===== config.mk =====
export PLATFORM = sky130hd
export DESIGN_NAME = vecnorm_sched_flat
export DESIGN_NICKNAME = d
export VERILOG_FILES = /design/src/rtl/vecnorm_sched_if.sv /design/src/rtl/vecnorm_sched.sv /design/src/flat_wrapper.sv
export SDC_FILE = /design/constraint.sdc
export NUM_CORES = 1
export LEC_CHECK = 0
export ABC_AREA = 1
export CORE_ASPECT_RATIO = 0.8
export CORE_UTILIZATION = 46
export DETAILED_ROUTE_END_ITERATION = 6
export GPL_TIMING_DRIVEN = 1
export PLACE_DENSITY = 0.81
export SYNTH_ARGS = -nofsm -noshare
export SYNTH_HDL_FRONTEND = slang
export SYNTH_SLANG_ARGS = --single-unit

===== constraint.sdc =====
create_clock -name clk -period 2.4 [get_ports clk]
set_input_delay 0.48 -clock clk [delete_from_list [all_inputs] [get_ports clk]]
set_output_delay 0.48 -clock clk [all_outputs]
set_load 0.02 [all_outputs]

===== src/rtl/vecnorm_sched_if.sv =====
// Request/result channel between vecnorm_sched (master) and the shared norm unit (slave).
interface vecnorm_sched_if #(
  parameter int unsigned ROWS  = 3,
  parameter int unsigned WIDTH = 32
);
  logic                       nu_req;
  logic [ROWS:1][WIDTH-1:0]   nu_vec;
  logic                       nu_ack;
  logic                       nu_valid;
  logic [WIDTH-1:0]           nu_res;

  modport master (output nu_req, nu_vec, input nu_ack, nu_valid, nu_res);
  modport slave  (input nu_req, nu_vec, output nu_ack, nu_valid, nu_res);
endinterface


===== src/rtl/vecnorm_sched.sv =====
// Column-serial scheduler feeding one shared vector-norm unit; results retire in order into f.
// Optional zero-column skipping is built when VECNORM_SCHED_ZERO_SKIP_EN is defined.
module vecnorm_sched #(
  parameter int unsigned ROWS   = 3,
  parameter int unsigned COLS   = 2,
  parameter int unsigned WIDTH  = 32,
  parameter int unsigned MAXOUT = 4
) (
  input  logic                           clk,
  input  logic                           reset,
  input  logic                           start,
  input  logic [ROWS:1][COLS:1][WIDTH-1:0] a,
  output logic                           busy,
  output logic                           done,
  output logic [COLS:1][WIDTH-1:0]       f,
  output logic                           err,
  vecnorm_sched_if.master                nu
);
  // Column pointers must be able to hold COLS+1 (one past the last column).
  localparam int unsigned CW = $clog2(COLS + 2);
  localparam int unsigned OW = $clog2(MAXOUT + 1);

  typedef enum logic [0:0] {StIdle, StRun} state_e;

  state_e                           state_q, state_d;
  logic [ROWS:1][COLS:1][WIDTH-1:0] mat_q, mat_d;
  logic [COLS:1][WIDTH-1:0]         f_q, f_d;
  logic [CW-1:0]                    issue_col_q, issue_col_d;
  logic [CW-1:0]                    retire_col_q, retire_col_d;
  logic [OW-1:0]                    outst_q, outst_d;
  logic                             err_q, err_d;
  logic                             done_q, done_d;
  logic                             issue_skip, retire_skip;
  logic                             xfer, retire, nu_req;
  logic [ROWS:1][WIDTH-1:0]         nu_vec;

`ifdef VECNORM_SCHED_ZERO_SKIP_EN
  logic [COLS:1] mask_q, mask_d, a_zero;

  always_comb begin
    a_zero      = '0;
    issue_skip  = 1'b0;
    retire_skip = 1'b0;
    for (int unsigned c = 1; c <= COLS; c++) begin
      a_zero[c] = 1'b1;
      for (int unsigned r = 1; r <= ROWS; r++) begin
        if (a[r][c] != '0) a_zero[c] = 1'b0;
      end
      if (issue_col_q == CW'(c))  issue_skip  = mask_q[c];
      if (retire_col_q == CW'(c)) retire_skip = mask_q[c];
    end
  end

  always_ff @(posedge clk or negedge reset) begin
    if (!reset) mask_q <= '0;
    else        mask_q <= mask_d;
  end
`else
  assign issue_skip  = 1'b0;
  assign retire_skip = 1'b0;
`endif

  // nu_req is derived only from registered state, so it cannot drop before nu_ack.
  assign nu_req = (state_q == StRun) && (issue_col_q <= CW'(COLS)) &&
                  (outst_q < OW'(MAXOUT)) && !issue_skip;
  assign xfer   = nu_req && nu.nu_ack;
  assign retire = nu.nu_valid && (outst_q != '0);

  always_comb begin
    nu_vec = '0;
    for (int unsigned c = 1; c <= COLS; c++) begin
      if (issue_col_q == CW'(c)) begin
        for (int unsigned r = 1; r <= ROWS; r++) nu_vec[r] = mat_q[r][c];
      end
    end
  end

  assign nu.nu_req = nu_req;
  assign nu.nu_vec = nu_vec;

  always_comb begin
    state_d      = state_q;
    mat_d        = mat_q;
    f_d          = f_q;
    issue_col_d  = issue_col_q;
    retire_col_d = retire_col_q;
    outst_d      = outst_q;
    err_d        = err_q;
    done_d       = 1'b0;
`ifdef VECNORM_SCHED_ZERO_SKIP_EN
    mask_d       = mask_q;
`endif
    // A result with nothing outstanding is dropped and only flagged.
    if (nu.nu_valid && (outst_q == '0)) err_d = 1'b1;

    unique case (state_q)
      StIdle: begin
        if (start) begin
          state_d      = StRun;
          mat_d        = a;
          issue_col_d  = CW'(1);
          retire_col_d = CW'(1);
          outst_d      = '0;
          err_d        = 1'b0;
`ifdef VECNORM_SCHED_ZERO_SKIP_EN
          mask_d       = a_zero;
`endif
        end
      end
      StRun: begin
        if (xfer || issue_skip) issue_col_d = issue_col_q + 1'b1;
        outst_d = outst_q + OW'(xfer) - OW'(retire);
        if (retire || retire_skip) begin
          for (int unsigned c = 1; c <= COLS; c++) begin
            if (retire_col_q == CW'(c)) f_d[c] = retire_skip ? '0 : nu.nu_res;
          end
          retire_col_d = retire_col_q + 1'b1;
          if (retire_col_q == CW'(COLS)) begin
            state_d = StIdle;
            done_d  = 1'b1;
          end
        end
      end
      default: state_d = StIdle;
    endcase
  end

  always_ff @(posedge clk or negedge reset) begin
    if (!reset) begin
      state_q      <= StIdle;
      mat_q        <= '0;
      f_q          <= '0;
      issue_col_q  <= '0;
      retire_col_q <= '0;
      outst_q      <= '0;
      err_q        <= 1'b0;
      done_q       <= 1'b0;
    end else begin
      state_q      <= state_d;
      mat_q        <= mat_d;
      f_q          <= f_d;
      issue_col_q  <= issue_col_d;
      retire_col_q <= retire_col_d;
      outst_q      <= outst_d;
      err_q        <= err_d;
      done_q       <= done_d;
    end
  end

  assign busy = (state_q == StRun);
  assign done = done_q;
  assign f    = f_q;
  assign err  = err_q;

endmodule


===== src/flat_wrapper.sv =====
// flat-port wrapper written by rule: the top's interface ports become plain ports
module vecnorm_sched_flat 
#(
  parameter int unsigned ROWS   = 3,
  parameter int unsigned COLS   = 2,
  parameter int unsigned WIDTH  = 32,
  parameter int unsigned MAXOUT = 4
)
  (clk, reset, start, a, busy, done, f, err, nu_nu_req, nu_nu_vec, nu_nu_ack, nu_nu_valid, nu_nu_res);
  vecnorm_sched_if #(.ROWS(ROWS), .WIDTH(WIDTH)) nu_i ();
  input  logic clk;
  input  logic reset;
  input  logic start;
  input  logic [ROWS:1][COLS:1][WIDTH-1:0] a;
  output logic busy;
  output logic done;
  output logic [COLS:1][WIDTH-1:0] f;
  output logic err;
  output wire logic [$bits(nu_i.nu_req)-1:0] nu_nu_req;
  output wire logic [$bits(nu_i.nu_vec)-1:0] nu_nu_vec;
  input wire logic [$bits(nu_i.nu_ack)-1:0] nu_nu_ack;
  input wire logic [$bits(nu_i.nu_valid)-1:0] nu_nu_valid;
  input wire logic [$bits(nu_i.nu_res)-1:0] nu_nu_res;
  assign nu_nu_req = nu_i.nu_req;
  assign nu_nu_vec = nu_i.nu_vec;
  assign nu_i.nu_ack = nu_nu_ack;
  assign nu_i.nu_valid = nu_nu_valid;
  assign nu_i.nu_res = nu_nu_res;
  vecnorm_sched #(.ROWS(ROWS), .COLS(COLS), .WIDTH(WIDTH), .MAXOUT(MAXOUT)) u_core (.clk(clk), .reset(reset), .start(start), .a(a), .busy(busy), .done(done), .f(f), .err(err), .nu(nu_i));
endmodule

**Yosys cells after proc, flatten, opt, wreduce, memory -nomap -nowiden**

Index checks and enable logic that the tools add are counted.

- Input bits: 229
- Logic and storage cells: 59
- Output and inout bits: 164
- Flip-flop bits (word level): 266

- Reductions and logical operators: 12
- Multiplexer cells: 19
- Bitwise gates (word level): 1
- Magnitude comparators: 2
- Add/subtract/negate cells: 4
- Eq/ne operators: 7

Operators by type and width:

| kind | count |
|---|---|
| 96-bit 2-to-1 mux | 2 |
| 1-bit 2-to-1 mux | 9 |
| 2-bit one-hot mux with 2 select lines | 2 |
| 2-bit 2-to-1 mux | 3 |
| 2-bit inequality test, second input constant | 3 |
| 3-bit one-hot mux with 2 select lines | 1 |
| 2-bit AND reduction | 3 |
| 3-bit AND reduction | 2 |
| 1-bit logical AND | 5 |
| 2-bit by 1-bit adder with 2-bit output, second input constant | 2 |
| 2-bit by 1-bit == test with 1-bit output, second input constant | 2 |
| 2-bit == test, second input constant | 2 |
| 3-bit by 1-bit adder with 3-bit output | 1 |
| 3-bit logical NOT | 1 |
| 3-bit less-than comparator, second input constant | 1 |
| 3-bit 2-to-1 mux | 1 |
| 3-bit nonzero test | 1 |
| 3-bit by 1-bit subtractor with 3-bit output | 1 |
| 2-bit less-or-equal comparator, second input constant | 1 |
| 1-bit one-hot mux with 2 select lines | 1 |
| 1-bit inverter | 1 |

**Longest topological paths before layout**

Gate-level depths: netlist of the first run.

- Depth in word-level cells: 7
- Mapped depth: 12
- Depth with buffers taken out: 12

**Least setup slack after synthesis of the first run**

OpenSTA, ideal clock, no wires.

- Kind: register -> output
- Start: register u_core.issue_col_q[0]
- End: output nu_nu_vec[54]
- Required time: 1.920 ns
- Arrival: 1.419 ns
- Path buffers: 3
- Cell stages (with the launch flop): 8
- Setup slack: 0.501 ns
- Cells stage by stage: dfrtp_1 > inv_1 > ha_1 > buf_2 > buf_2 > buf_1 > nand2_1 > nand2_1

- Longest elaborated chain between the ends: 3
- Elaborated cells on any way between the ends: 4
- Classes of those cells: eq/ne: 2; mux: 2

RTL lines:

| element | line | RTL |
|---|---|---|
| from (decl) | vecnorm_sched.sv:28 | `logic [CW-1:0] issue_col_q, issue_col_d;` |
| from (signal assigned) | vecnorm_sched.sv:142 | `issue_col_q <= issue_col_d;` |
| 2-bit by 1-bit == test with 1-bit output | vecnorm_sched.sv:72 | `if (issue_col_q == CW'(c)) begin` |
| 96-bit 2-to-1 mux | vecnorm_sched.sv:72 |  |
| 96-bit 2-to-1 mux * | vecnorm_sched.sv:72 |  |
| to (decl) | flat_wrapper.sv:20 | `output wire logic [$bits(nu_i.nu_vec)-1:0] nu_nu_vec;` |

Mark *: on every way between the ends. The rest lies on a longest branch, timed or not.

**Final worst setup path of the first run**

- Start: register u_core.issue_col_q[0]
- End: output nu_nu_vec[11]

Same word-level chain as after synthesis.

==> impl_metrics.env, run 1 <==
export IMPL_nets=2092
export IMPL_coreArea_um2=24600
export IMPL_clk_pin_slew_ps=60
export IMPL_maxSlewHeadroom_pct=50.0
export IMPL_violated_checks="negative setup slack"
export IMPL_numPortBuffers=392
export IMPL_synth_ff_latch_count=266
export IMPL_sink_count_of_the_clock_tree=266
export IMPL_fp_dieW_um=180
export IMPL_avg_inst_size_synth_um2=7.88
export IMPL_layout_area_seq_um2=6660
export IMPL_clk_insertion_delay_late_ps=540
export IMPL_first_pass_grt_wire_length_um=60000
export IMPL_finalPower_mw=24.0
export IMPL_firstDrtPassIters=5
export IMPL_crit_reg2reg_launch="u_core.issue_col_q[0]"
export IMPL_crit_fanout=20
export IMPL_setup_slack_ps=-20.7
export IMPL_fill_cells=1800
export IMPL_final_cell_area_um2=17700
export IMPL_htree_num_levels=1
export IMPL_tritoncts_clock_tree="built"
export IMPL_clock_root_buffer="clkbuf_16"
export IMPL_clock_tree_buffer_depth=3
export IMPL_most_common_layout_cells="nand2_1 (880), clkdlybuf4s50_1 (294), dfrtp_1 (264), nand3_1 (73), nand4_1 (66)"
export IMPL_areaGrowthSynthToFinish_pct=50.9
export IMPL_cts_inserted_buffers=27
export IMPL_design_die_area_um2=26100
export IMPL_drc=0
export IMPL_multi_input_area_um2=4790
export IMPL_tightestPinTransition_ps=751
export IMPL_dpl_worst_slack_ps=75.4
export IMPL_grt_start_max_net_pins=139
export IMPL_portion_of_the_clock_cycle_consumed_by_the_worst_path_in_the_final_layout_pct=101
export IMPL_min_period_ps=2420
export IMPL_via_per_inst=5.31
export IMPL_die_height_um=145
export IMPL_finalHoldViolations=0
export IMPL_detailed_place_area_um2=16000
export IMPL_route_vias_total=11700
export IMPL_grt_setup_unrepaired="yes"
export IMPL_finalSetupViolations=27
export IMPL_synth_yosys_seq_area_share_pct=56.9
export IMPL_first_global_vias=11300
export IMPL_clock_skews_ps=20.8
export IMPL_final_max_slew_violation_count=0
export IMPL_fin_util_pct=71.7
export IMPL_worst_setup_path_start_kind="register"
export IMPL_start_util_pct=47.5
export IMPL_holdCritPathClass="in -> async"
export IMPL_worst_setup_path_type="reg -> out"
export IMPL_critPathRequiredTime_ps=1920
export IMPL_ioPinCount=393
export IMPL_final_instance_count_excl_fill=2196
export IMPL_synth_net_count=1721
export IMPL_wire_per_inst_um=18.2
export IMPL_number_of_library_cell_types_mapped_by_synthesis=21
export IMPL_cp_data_arrival_time_ps=1940
export IMPL_dp_hpwl_um=24000
export IMPL_postRouteWirelength_um=39900
export IMPL_achievable_frequency_mhz=413
export IMPL_place_detailed_instances=2120
export IMPL_postRouteAntennaNets=0
export IMPL_syn_cell_area_um2=11700
export IMPL_fin_hold_ws_ps=441
export IMPL_globalRouteOverflowTotal=0
export IMPL_rows=51
export IMPL_final_layout_size_suffix_gt1_share_pct=13.9
export IMPL_place_gp_congestion=0.884
export IMPL_cellPowerDensity_nw_per_um2=1360
export IMPL_number_of_instances_in_the_synthesized_netlist=1485
export IMPL_worst_ir_drop_vdd_uv=944
export IMPL_status="complete, but fails checks"
export IMPL_setup_worst_path_start="u_core.issue_col_q[0]"
export IMPL_overall_global_routing_resource_usage_pct=28.9
export IMPL_antenna_found_initial=1
export IMPL_cap_violations=0
export IMPL_drt_iter0_drc=877
export IMPL_layout_cells_most_common="nand2_1"
export IMPL_cp_end_kind="output port"
export IMPL_synthesis_yosys_warnings=0
export IMPL_setup_tns_ps=-216
export IMPL_power_leakage_nw=9.12
[critical path, cell delays in order (launching register included)]
cell and delay [ps]:
dfrtp_1 400, inv_2 100, ha_4 230, inv_8 80
buf_12 140, buf_16 160, nand3_1 70, nand2_1 70
buf_6 130
[cell usage after synthesis]
cell      instances  area share (%)
a21oi_1           2           0.086
buf_1             9            0.29
buf_2            57             2.4
buf_4             5            0.32
clkbuf_1         31            0.99
clkbuf_2          1           0.043
clkinv_1          1           0.032
dfrtp_1         266              57
fa_1              1            0.17
ha_1              6            0.64
inv_1            13            0.42
inv_2             2           0.064
nand2_1         906              29
nand2_2           1           0.053
nand3_1         101             4.3
nand3b_1          1           0.064
nand4_1          66             3.5
nor2_1            6            0.19
nor3_1            1           0.043
o21a_1            1           0.064
o21ai_0           8            0.34
[state kept, by name (all words and copies together), names as in the netlist]
signal,count
u_core.mat_q,192
u_core.f,64
u_core.outst_q,3
u_core.issue_col_q,2
u_core.retire_col_q,2
u_core.busy,1
u_core.done,1
u_core.err,1
[power by group]
group          leakage (nW)  switching [mW]  total, mW  internal (mW)
Sequential             3.35            1.25       7.74           6.49
Clock                 0.467            1.78       4.47           2.69
Combinational          5.30            6.73       11.8           5.03
[cells by family after synthesis]
group / Yosys count / share of synthesized area, %
AOI/OAI and AO/OA: 11 / 0.492
buffers and inverters: 119 / 4.60
DFF: 266 / 56.9
and+or+nand+nor: 1082 / 37.2
adders and majority gates: 7 / 0.812
[layout make-up]
cell class | instances | share of cell area, %
sequential | 266 | 37.7
timing repair buffer | 445 | 27.2
clock buffer | 38 | 4.40
tap | 318 | 2.25
multi-input combinational | 1100 | 27.1
inverter | 16 | 0.411
clock inverter | 12 | 0.963
antenna | 1 | 0.0142
[per-layer routing]
| metal | part of all wire, % | GRT usage [%] | wire [um] | vias to the layer above |
|---|---|---|---|---|
| met3 | 8.6 | 6.83 | 3440 | 106 |
| met2 | 47 | 47.3 | 18600 | 603 |
| li1 | - | - | - | 5400 |
| met5 | 0.033 | 0 | 13 | - |
| met4 | 4.7 | 12.8 | 1890 | 2 |
| met1 | 40 | 37.1 | 16000 | 5556 |
[final timing paths]
check	end	slack, ps	cells after the start
hold reg to reg	u_core.f[19]	480	2
setup reg to reg	u_core.outst_q[2]	220	11
setup / recovery	nu_nu_vec[11]	-20	8
max in group asynchronous	u_core.busy	1170	3
min in group clk	u_core.mat_q[185]	470	3
hold / removal	u_core.mat_q[85]	440	2
[what timing repair did]
item                                    4_1_cts  5_1_grt
endpoints found under the setup margin       97       73
hold buffers                                  1        0
hold endpoints to repair                     43        0
setup buffers                                 7        6
gates resized for setup                     472      139
pin swaps                                     1       30
gates cloned                                  8        6
(Power assumes the default switching activity.)
==> run 2, diff against run 1 <==
--- a/config.mk
+++ b/config.mk
@@ -10,6 +10,7 @@
 export CORE_UTILIZATION = 46
 export DETAILED_ROUTE_END_ITERATION = 6
 export GPL_TIMING_DRIVEN = 1
+export MAX_ROUTING_LAYER = met4
 export PLACE_DENSITY = 0.81
 export SYNTH_ARGS = -nofsm -noshare
 export SYNTH_HDL_FRONTEND = slang
==> run 2 against run 1 <==
Against the previous run:
- the flow still finishes with violations (negative setup slack)
- sequential share of layout area is 0.075 points lower
- non-clock buffer count shrank 1
- flip-flop and latch count is the same
- total power grew 0.19%
- wire length about the same
- first-iteration DRC count rose by 3.1%
- maximum frequency shrank 0.21%
- combinational power is essentially flat
- worst hold slack better by 6.6 ps
- cell count is essentially flat
- clock-buffer cell count is the same
- largest power group unchanged
==> impl_metrics.env, run 2 (synthesized netlist as in run 1, its figures left out) <==
export IMPL_drt_iter0_drc=904
export IMPL_fp_dieW_um=180
export IMPL_htree_num_levels=1
export IMPL_fill_cells=1802
export IMPL_drc=0
export IMPL_worst_ir_drop_vdd_uv=949
export IMPL_portion_of_the_clock_cycle_consumed_by_the_worst_path_in_the_final_layout_pct=101
export IMPL_start_util_pct=47.5
export IMPL_areaGrowthSynthToFinish_pct=51.2
export IMPL_multi_input_area_um2=4810
export IMPL_firstDrtPassIters=6
export IMPL_cellPowerDensity_nw_per_um2=1360
export IMPL_place_gp_congestion=0.899
export IMPL_final_cell_area_um2=17700
export IMPL_final_layout_size_suffix_gt1_share_pct=14.0
export IMPL_detailed_place_area_um2=16000
export IMPL_maxSlewHeadroom_pct=50.6
export IMPL_antenna_found_initial=0
export IMPL_crit_fanout=20
export IMPL_die_height_um=145
export IMPL_overall_global_routing_resource_usage_pct=29.9
export IMPL_violated_checks="negative setup slack"
export IMPL_via_per_inst=5.29
export IMPL_tightestPinTransition_ps=741
export IMPL_grt_setup_unrepaired="yes"
export IMPL_postRouteWirelength_um=40000
export IMPL_clk_pin_slew_ps=60
export IMPL_clk_insertion_delay_late_ps=540
export IMPL_clock_skews_ps=25.5
export IMPL_critPathRequiredTime_ps=1920
export IMPL_route_vias_total=11600
export IMPL_setup_tns_ps=-434
export IMPL_cts_inserted_buffers=27
export IMPL_coreArea_um2=24600
export IMPL_finalSetupViolations=31
export IMPL_tritoncts_clock_tree="built"
export IMPL_number_of_flip_flops_under_the_largest_register_name=192
export IMPL_largest_register_by_flop_count="u_core.mat_q"
export IMPL_worst_setup_path_start_kind="register"
export IMPL_finalHoldViolations=0
export IMPL_postRouteAntennaNets=0
export IMPL_power_leakage_nw=9.12
export IMPL_sink_count_of_the_clock_tree=266
export IMPL_first_global_vias=11300
export IMPL_cp_data_arrival_time_ps=1950
export IMPL_cap_violations=0
export IMPL_first_pass_grt_wire_length_um=59900
export IMPL_ioPinCount=393
export IMPL_layout_cells_most_common="nand2_1"
export IMPL_worst_setup_path_type="reg -> out"
export IMPL_most_common_layout_cells="nand2_1 (880), clkdlybuf4s50_1 (294), dfrtp_1 (264), nand3_1 (69), nand4_1 (66)"
export IMPL_nets=2091
export IMPL_holdCritPathClass="in -> async"
export IMPL_achievable_frequency_mhz=412
export IMPL_fin_hold_ws_ps=447
export IMPL_setup_slack_ps=-25.9
export IMPL_rows=51
export IMPL_cp_end_kind="output port"
export IMPL_setup_worst_path_start="u_core.issue_col_q[0]"
export IMPL_status="complete, but fails checks"
export IMPL_numPortBuffers=392
export IMPL_design_die_area_um2=26100
export IMPL_finalPower_mw=24.0
export IMPL_wire_per_inst_um=18.2
export IMPL_final_max_slew_violation_count=0
export IMPL_dp_hpwl_um=24000
export IMPL_globalRouteOverflowTotal=0
export IMPL_clock_root_buffer="clkbuf_16"
export IMPL_clock_tree_buffer_depth=3
export IMPL_min_period_ps=2430
export IMPL_grt_start_max_net_pins=139
export IMPL_layout_area_seq_um2=6660
export IMPL_crit_reg2reg_launch="u_core.issue_col_q[0]"
-- run 2: worst max-delay path, stage by stage, from the launching register on --
cell	delay (ps)
dfrtp_1	400
inv_2	100
ha_4	230
inv_8	80
buf_12	140
buf_16	160
nand3_1	70
nand2_1	70
buf_6	130
-- run 2: layout make-up --
class,count,area share [%]
Antenna cell,1,0.0141
Multi-Input combinational cell,1100,27.2
Clock buffer,38,4.39
Clock inverter,12,0.961
Timing Repair Buffer,444,27.2
Sequential cell,266,37.6
Tap cell,318,2.25
Inverter,16,0.410
-- run 2: power breakdown --
part           leakage [nW]  total, mW  switching (mW)  internal [mW]
Combinational          5.30       11.8            6.73           5.06
Clock                 0.467       4.48            1.79           2.69
Sequential             3.35       7.75            1.26           6.49
Total                  9.12       24.0            9.78           14.2
-- run 2: metrics by stage --
step	util (%)	std cells	setup slack, ps
final	71.9	2195	-25.9
after global routing	71.9	2194	-109
after detailed placement	65.1	2120	75.4
after CTS	69.3	2186	-65.7
after floorplan	-	1485	501
after global placement	65.1	2120	79.6
-- run 2: path summary, 6_finish.rpt --
check / cells after the start / slack (ps) / end
worst max-delay path: 8 / -30 / nu_nu_vec[34]
worst min-delay path: 2 / 450 / u_core.mat_q[85]
worst max register to register: 11 / 250 / u_core.outst_q[2]
worst min register to register: 2 / 480 / u_core.f[5]
max in group asynchronous: 3 / 1190 / u_core.f[27]
min in group clk: 3 / 470 / u_core.mat_q[185]
-- run 2: layer usage --
metal	GRT usage, %	wire length (um)	vias up
li1	-	-	5397
met1	37.4	16000	5503
met2	47.2	18700	595
met3	6.71	3330	116
met4	12.7	1980	0
met5	-	0	-
-- run 2: repair_timing --
action | CTS | global route
buffers inserted | 7 | 6
hold buffers | 1 | 0
pin swaps | 1 | 34
gates resized for setup | 472 | 153
setup endpoints to repair | 97 | 73
cloned | 8 | 5
hold endpoints to repair | 43 | 0
==> run 3, diff against run 2 <==
--- a/config.mk
+++ b/config.mk
@@ -9,6 +9,7 @@
 export CORE_ASPECT_RATIO = 0.8
 export CORE_UTILIZATION = 46
 export DETAILED_ROUTE_END_ITERATION = 6
+export GPL_ROUTABILITY_DRIVEN = 0
 export GPL_TIMING_DRIVEN = 1
 export MAX_ROUTING_LAYER = met4
 export PLACE_DENSITY = 0.81
==> results of run 3 <==
No change in the layout: final DEF, timing and power equal those of run 2.
